==> config.mk <==
export PLATFORM = sky130hd
export DESIGN_NAME = high_freq_fir
export DESIGN_NICKNAME = d
export VERILOG_FILES = /design/src/rtl/high_freq_fir.sv
export SDC_FILE = /design/constraint.sdc
export NUM_CORES = 2
export LEC_CHECK = 0
export ABC_CLOCK_PERIOD_IN_PS = 6700
export BUFFER_PORTS_ARGS = -buffer_cell sky130_fd_sc_hd__buf_2
export CAP_MARGIN = 20
export CELL_PAD_IN_SITES_DETAIL_PLACEMENT = 0
export CELL_PAD_IN_SITES_GLOBAL_PLACEMENT = 1
export CORE_ASPECT_RATIO = 0.9
export CORE_MARGIN = 2
export CORE_UTILIZATION = 46
export DETAILED_ROUTE_END_ITERATION = 6
export PLACE_DENSITY_LB_ADDON = 0.1
export SYNTH_ARGS = -nofsm -noshare
export SYNTH_HDL_FRONTEND = slang
export SYNTH_SLANG_ARGS = --single-unit
==> constraint.sdc <==
create_clock -name clk -period 6.7 [get_ports clk]
set_clock_uncertainty 0.05 [all_clocks]
set_input_delay 1.34 -clock clk [delete_from_list [all_inputs] [get_ports clk]]
set_output_delay 1.34 -clock clk [all_outputs]
set_load 0.01 [all_outputs]
==> src/rtl/high_freq_fir.sv <==
// Stereo FIR: one MAC per tap over a sequenced frame, 42-bit accumulate, saturating 16-bit output.
// Result and valid appear N_TAPS+3 cycles after the start edge; no backpressure, upstream paces the frame.
module high_freq_fir #(
    parameter int N_TAPS   = 1021,
    parameter int COEFF_AW = 10
) (
    input  logic                clk,
    input  logic                rst,
    input  logic                sequencing,
    input  logic [15:0]         lft_in,
    input  logic [15:0]         rght_in,
    output logic [COEFF_AW-1:0] coeff_addr,
    input  logic [15:0]         coeff,
    output logic [15:0]         lft_out,
    output logic [15:0]         rght_out,
    output logic                valid
);

    localparam logic [1:0] S_IDLE  = 2'd0;
    localparam logic [1:0] S_MAC   = 2'd1;
    localparam logic [1:0] S_DRAIN = 2'd2;

    logic [1:0]          state_q, state_d;
    logic [COEFF_AW-1:0] cnt_q, cnt_d;
    logic                seq_prev_q;
    logic                v1_q, v2_q;
    logic signed [31:0]  lprod_q, rprod_q, lprod_d, rprod_d;
    logic signed [41:0]  lacc_q, racc_q, lacc_d, racc_d;
    logic [15:0]         lft_out_q, rght_out_q, lft_out_d, rght_out_d;
    logic                valid_q;

    logic start, abort, last_tap, drain_done, tap_fire;

    function automatic logic [15:0] sat16(input logic [41:0] a);
        if ((&a[41:30]) || !(|a[41:30]))
            return a[30:15];
        else
            return a[41] ? 16'h8000 : 16'h7FFF;
    endfunction

    assign start      = (state_q == S_IDLE) && sequencing && !seq_prev_q;
    assign abort      = (state_q == S_MAC) && !sequencing;
    assign last_tap   = (cnt_q == COEFF_AW'(N_TAPS - 1));
    assign drain_done = (state_q == S_DRAIN) && (cnt_q == COEFF_AW'(2));
    assign tap_fire   = start || ((state_q == S_MAC) && !abort);

    // Tap 0 is addressed from IDLE in the start cycle, so MAC begins at tap 1.
    always_comb begin
        state_d = state_q;
        cnt_d   = cnt_q;
        case (state_q)
            S_IDLE: begin
                if (start) begin
                    state_d = (N_TAPS == 1) ? S_DRAIN : S_MAC;
                    cnt_d   = (N_TAPS == 1) ? '0 : COEFF_AW'(1);
                end
            end
            S_MAC: begin
                if (abort) begin
                    state_d = S_IDLE;
                    cnt_d   = '0;
                end else if (last_tap) begin
                    state_d = S_DRAIN;
                    cnt_d   = '0;
                end else begin
                    cnt_d = cnt_q + COEFF_AW'(1);
                end
            end
            S_DRAIN: begin
                if (drain_done) begin
                    state_d = S_IDLE;
                    cnt_d   = '0;
                end else begin
                    cnt_d = cnt_q + COEFF_AW'(1);
                end
            end
            default: begin
                state_d = S_IDLE;
                cnt_d   = '0;
            end
        endcase
    end

    always_comb begin
        lprod_d    = $signed(lft_in) * $signed(coeff);
        rprod_d    = $signed(rght_in) * $signed(coeff);
        lacc_d     = lacc_q;
        racc_d     = racc_q;
        lft_out_d  = lft_out_q;
        rght_out_d = rght_out_q;
        // Start clear outranks any product still in flight from an aborted frame.
        if (start) begin
            lacc_d = '0;
            racc_d = '0;
        end else if (v2_q) begin
            lacc_d = lacc_q + {{10{lprod_q[31]}}, lprod_q};
            racc_d = racc_q + {{10{rprod_q[31]}}, rprod_q};
        end
        if (drain_done) begin
            lft_out_d  = sat16(lacc_q);
            rght_out_d = sat16(racc_q);
        end
    end

    always_ff @(posedge clk or posedge rst) begin
        if (rst) begin
            state_q    <= S_IDLE;
            cnt_q      <= '0;
            seq_prev_q <= 1'b1;
            v1_q       <= 1'b0;
            v2_q       <= 1'b0;
            lprod_q    <= '0;
            rprod_q    <= '0;
            lacc_q     <= '0;
            racc_q     <= '0;
            lft_out_q  <= '0;
            rght_out_q <= '0;
            valid_q    <= 1'b0;
        end else begin
            state_q    <= state_d;
            cnt_q      <= cnt_d;
            seq_prev_q <= sequencing;
            v1_q       <= tap_fire;
            v2_q       <= v1_q;
            lprod_q    <= lprod_d;
            rprod_q    <= rprod_d;
            lacc_q     <= lacc_d;
            racc_q     <= racc_d;
            lft_out_q  <= lft_out_d;
            rght_out_q <= rght_out_d;
            valid_q    <= drain_done;
        end
    end

    assign coeff_addr = (state_q == S_MAC) ? cnt_q : '0;
    assign lft_out    = lft_out_q;
    assign rght_out   = rght_out_q;
    assign valid      = valid_q;

endmodule

==> reports/metrics.cfg <==
[status]
outcome = complete, no violations

[timing]
hold_slack_ps = 304
hold_viol = 0
setup_tns_ps = 0
min_period_ps = 6680
rsz0062_at_grt = yes
period_share_pct = 99.7
slew_viol_final = 0
tightest_slew_ps = 1100
slew_headroom_pct = 26.5
fmax_ghz = 0.150
setup_viol = 0

[place]
post_dp_cell_area_mm2 = 0.0344
place.gp.congestion = 0.873
dpl.cell_count = 4464
dp_hpwl_um = 65000
port_buffers = 93

[grt]
antenna_found_initial = 1
grt_pass1_wl_um = 132000
grt.total_usage_pct = 23.5
grt_max_degree = 145
grt_pass1_vias = 24900
grt-ovfl-total = 0

[drt]
antenna_left = 0
avgRoutedWirePerCell_um = 17.3
vias = 23200
drc = 0
first_pass_iters = 6
routed_wl_um = 77900
drt_iter0_markers = 1263
viasPerCell = 5.14

[worst_setup_path]
worstReg2RegEnd = racc_q[40]
ff2ff_setup_slack_ps = 2870
reg2regPathDepth = 14
endpoint_kind = register
crit_fanout = 5
worstSetupStartpointType = input pin
reg2reg_from = racc_q[0]
path_class = input pin to register
worst_ep_required_time_ps = 6960
cp_data_arrival_time_ps = 6940

[clock_network]
clkTransAtPathRegs_ps = 70
cts_sinks = 196
cts_tree = done
cts_made_buffers = 17
clk_latency_ps = 450
htreeDepth = 4
ctsLongestPathBuffers = 2
clockRootBuffer = clkbuf_16

[yosys]
ys.flop_type = dfrtp_1
seq_area_frac_synth_pct = 15.9
netlist_top_cells_area = fa_1 (34%), dfrtp_1 (16%), ha_1 (10%)
synthCells = 3326
synth.most_common_cell = inv_1
synth_top_cell_by_area = fa_1
ys_ff_latch = 196
yosys_warnings = 0
synth_common_cells = inv_1 (612), fa_1 (526), nand2_1 (325), and2_1 (265), ha_1 (249)
synth_edf_count = 0
avgSynthCellArea_um2 = 9.28
syn_nets = 4152
syn_area_mm2 = 0.0309
ys_types = 75
synth_top_area_share_pct = 34.1
async_flop_share_pct = 100

[finish]
nets = 4454
instances_no_fill = 4514
finalInstanceArea_mm2 = 0.0357
area_growth_pct = 15.6
drive_gt1_share_pct = 15.6

[die]
num_rows = 90
core_area_mm2 = 0.0667
io_pins = 94
die_h_um = 250
initial_core_util_pct = 46.3
dieArea_mm2 = 0.0692
fp.dieW_um = 277

[worst_hold_path]
min_path_type = register to register
holdPathEnd = v2_q
hold_start = v1_q
min_path_cells = 0

[flow_run]
cap_violations = 0

==> stage by stage <==
step	util, %	setup WS (ps)
2_1_floorplan	-	-247
3_3_place_gp	51.6	-606
3_5_place_dp	51.6	-693
4_1_cts	52.8	5.54
5_1_grt	53.5	-185
6_report	53.5	20.9
==> layer usage <==
metal / track usage, % / part of all wire (%) / up-vias
met5: 0 / 0 / -
met4: 3.40 / 1.1 / 0
met3: 2.74 / 4.6 / 42
met2: 36.4 / 44 / 451
met1: 36.1 / 51 / 11700
li1: - / - / 11000
==> layout by cell type (no fill, tap or decap), drive strengths merged, types with 126 or more instances in the layout <==
| master | netlist | layout |
|---|---|---|
| inv | 612 | 614 |
| fa | 526 | 526 |
| buf | 6 | 400 |
| nand2 | 325 | 325 |
| and2 | 266 | 266 |
| ha | 249 | 249 |
| dfrtp | 195 | 195 |
| nor2 | 177 | 177 |
| a21oi | 143 | 143 |
| o21ai | 126 | 126 |
==> critical path, cell delays in order <==
cell,delay (ps)
buf_4,160
and2_4,170
fa_1,530
inv_1,50
fa_1,510
inv_1,50
fa_1,480
fa_1,500
fa_1,530
inv_2,50
fa_1,500
inv_2,50
ha_4,240
and3_4,170
a221o_1,290
a21o_1,170
a21oi_2,140
a21bo_2,240
a21oi_2,160
o211ai_1,150
a41oi_2,190
a21oi_1,110
xnor2_1,150
==> worst max-delay path by stage <==
stage / startpoint / end
finish: lft_in[3] / lprod_q[31]
CTS: coeff[4] / lprod_q[29]
floorplan: coeff[4] / lprod_q[30]
global route: lft_in[6] / lprod_q[30]
global placement: coeff[5] / lprod_q[30]
detailed placement: coeff[1] / rprod_q[24]
==> flip-flops by register name (all words and copies together), names as in the netlist, 2 cells and up <==
| signal | count |
|---|---|
| lacc_q | 42 |
| racc_q | 42 |
| lprod_q | 32 |
| rprod_q | 32 |
| lft_out | 16 |
| rght_out | 16 |
| cnt_q | 10 |
| state_q | 2 |
==> final cells by class <==
| cell class | count | area, µm² |
|---|---|---|
| Fill cell | 6204 | 31000 |
| Multi-Input combinational cell | 2393 | 23600 |
| Sequential cell | 196 | 4910 |
| Timing Repair Buffer | 408 | 3210 |
| Inverter | 612 | 2300 |
| Tap cell | 874 | 1090 |
| Clock buffer | 20 | 457 |
| Clock inverter | 10 | 100 |
| Antenna cell | 1 | 2.50 |
==> cell families (layout without fill, tap and decap cells) <==
kind of cell,count (synthesis),in the layout,share of synthesized area [%]
AO/OA/AOI/OAI,481,481,10.0
XOR/XNOR,152,152,4.31
adder cells (fa/ha/maj),775,775,44.2
buffers and inverters,737,1050,8.97
flip-flops,196,196,15.9
multiplexers,59,59,1.91
other,0,1,0
AND/OR/NAND/NOR,926,926,14.6
==> what timing repair did <==
| action | in CTS | in global routing |
|---|---|---|
| setup buffers | 10 | 10 |
| hold buffers | 0 | 0 |
| setup endpoints to repair | 13 | 19 |
| pin swaps | 41 | 48 |
| cloned | 0 | 2 |
| resized for setup | 57 | 80 |
Power is not shown: default switching activity piles up to over one toggle a cycle in this logic, so the estimate is an artifact.
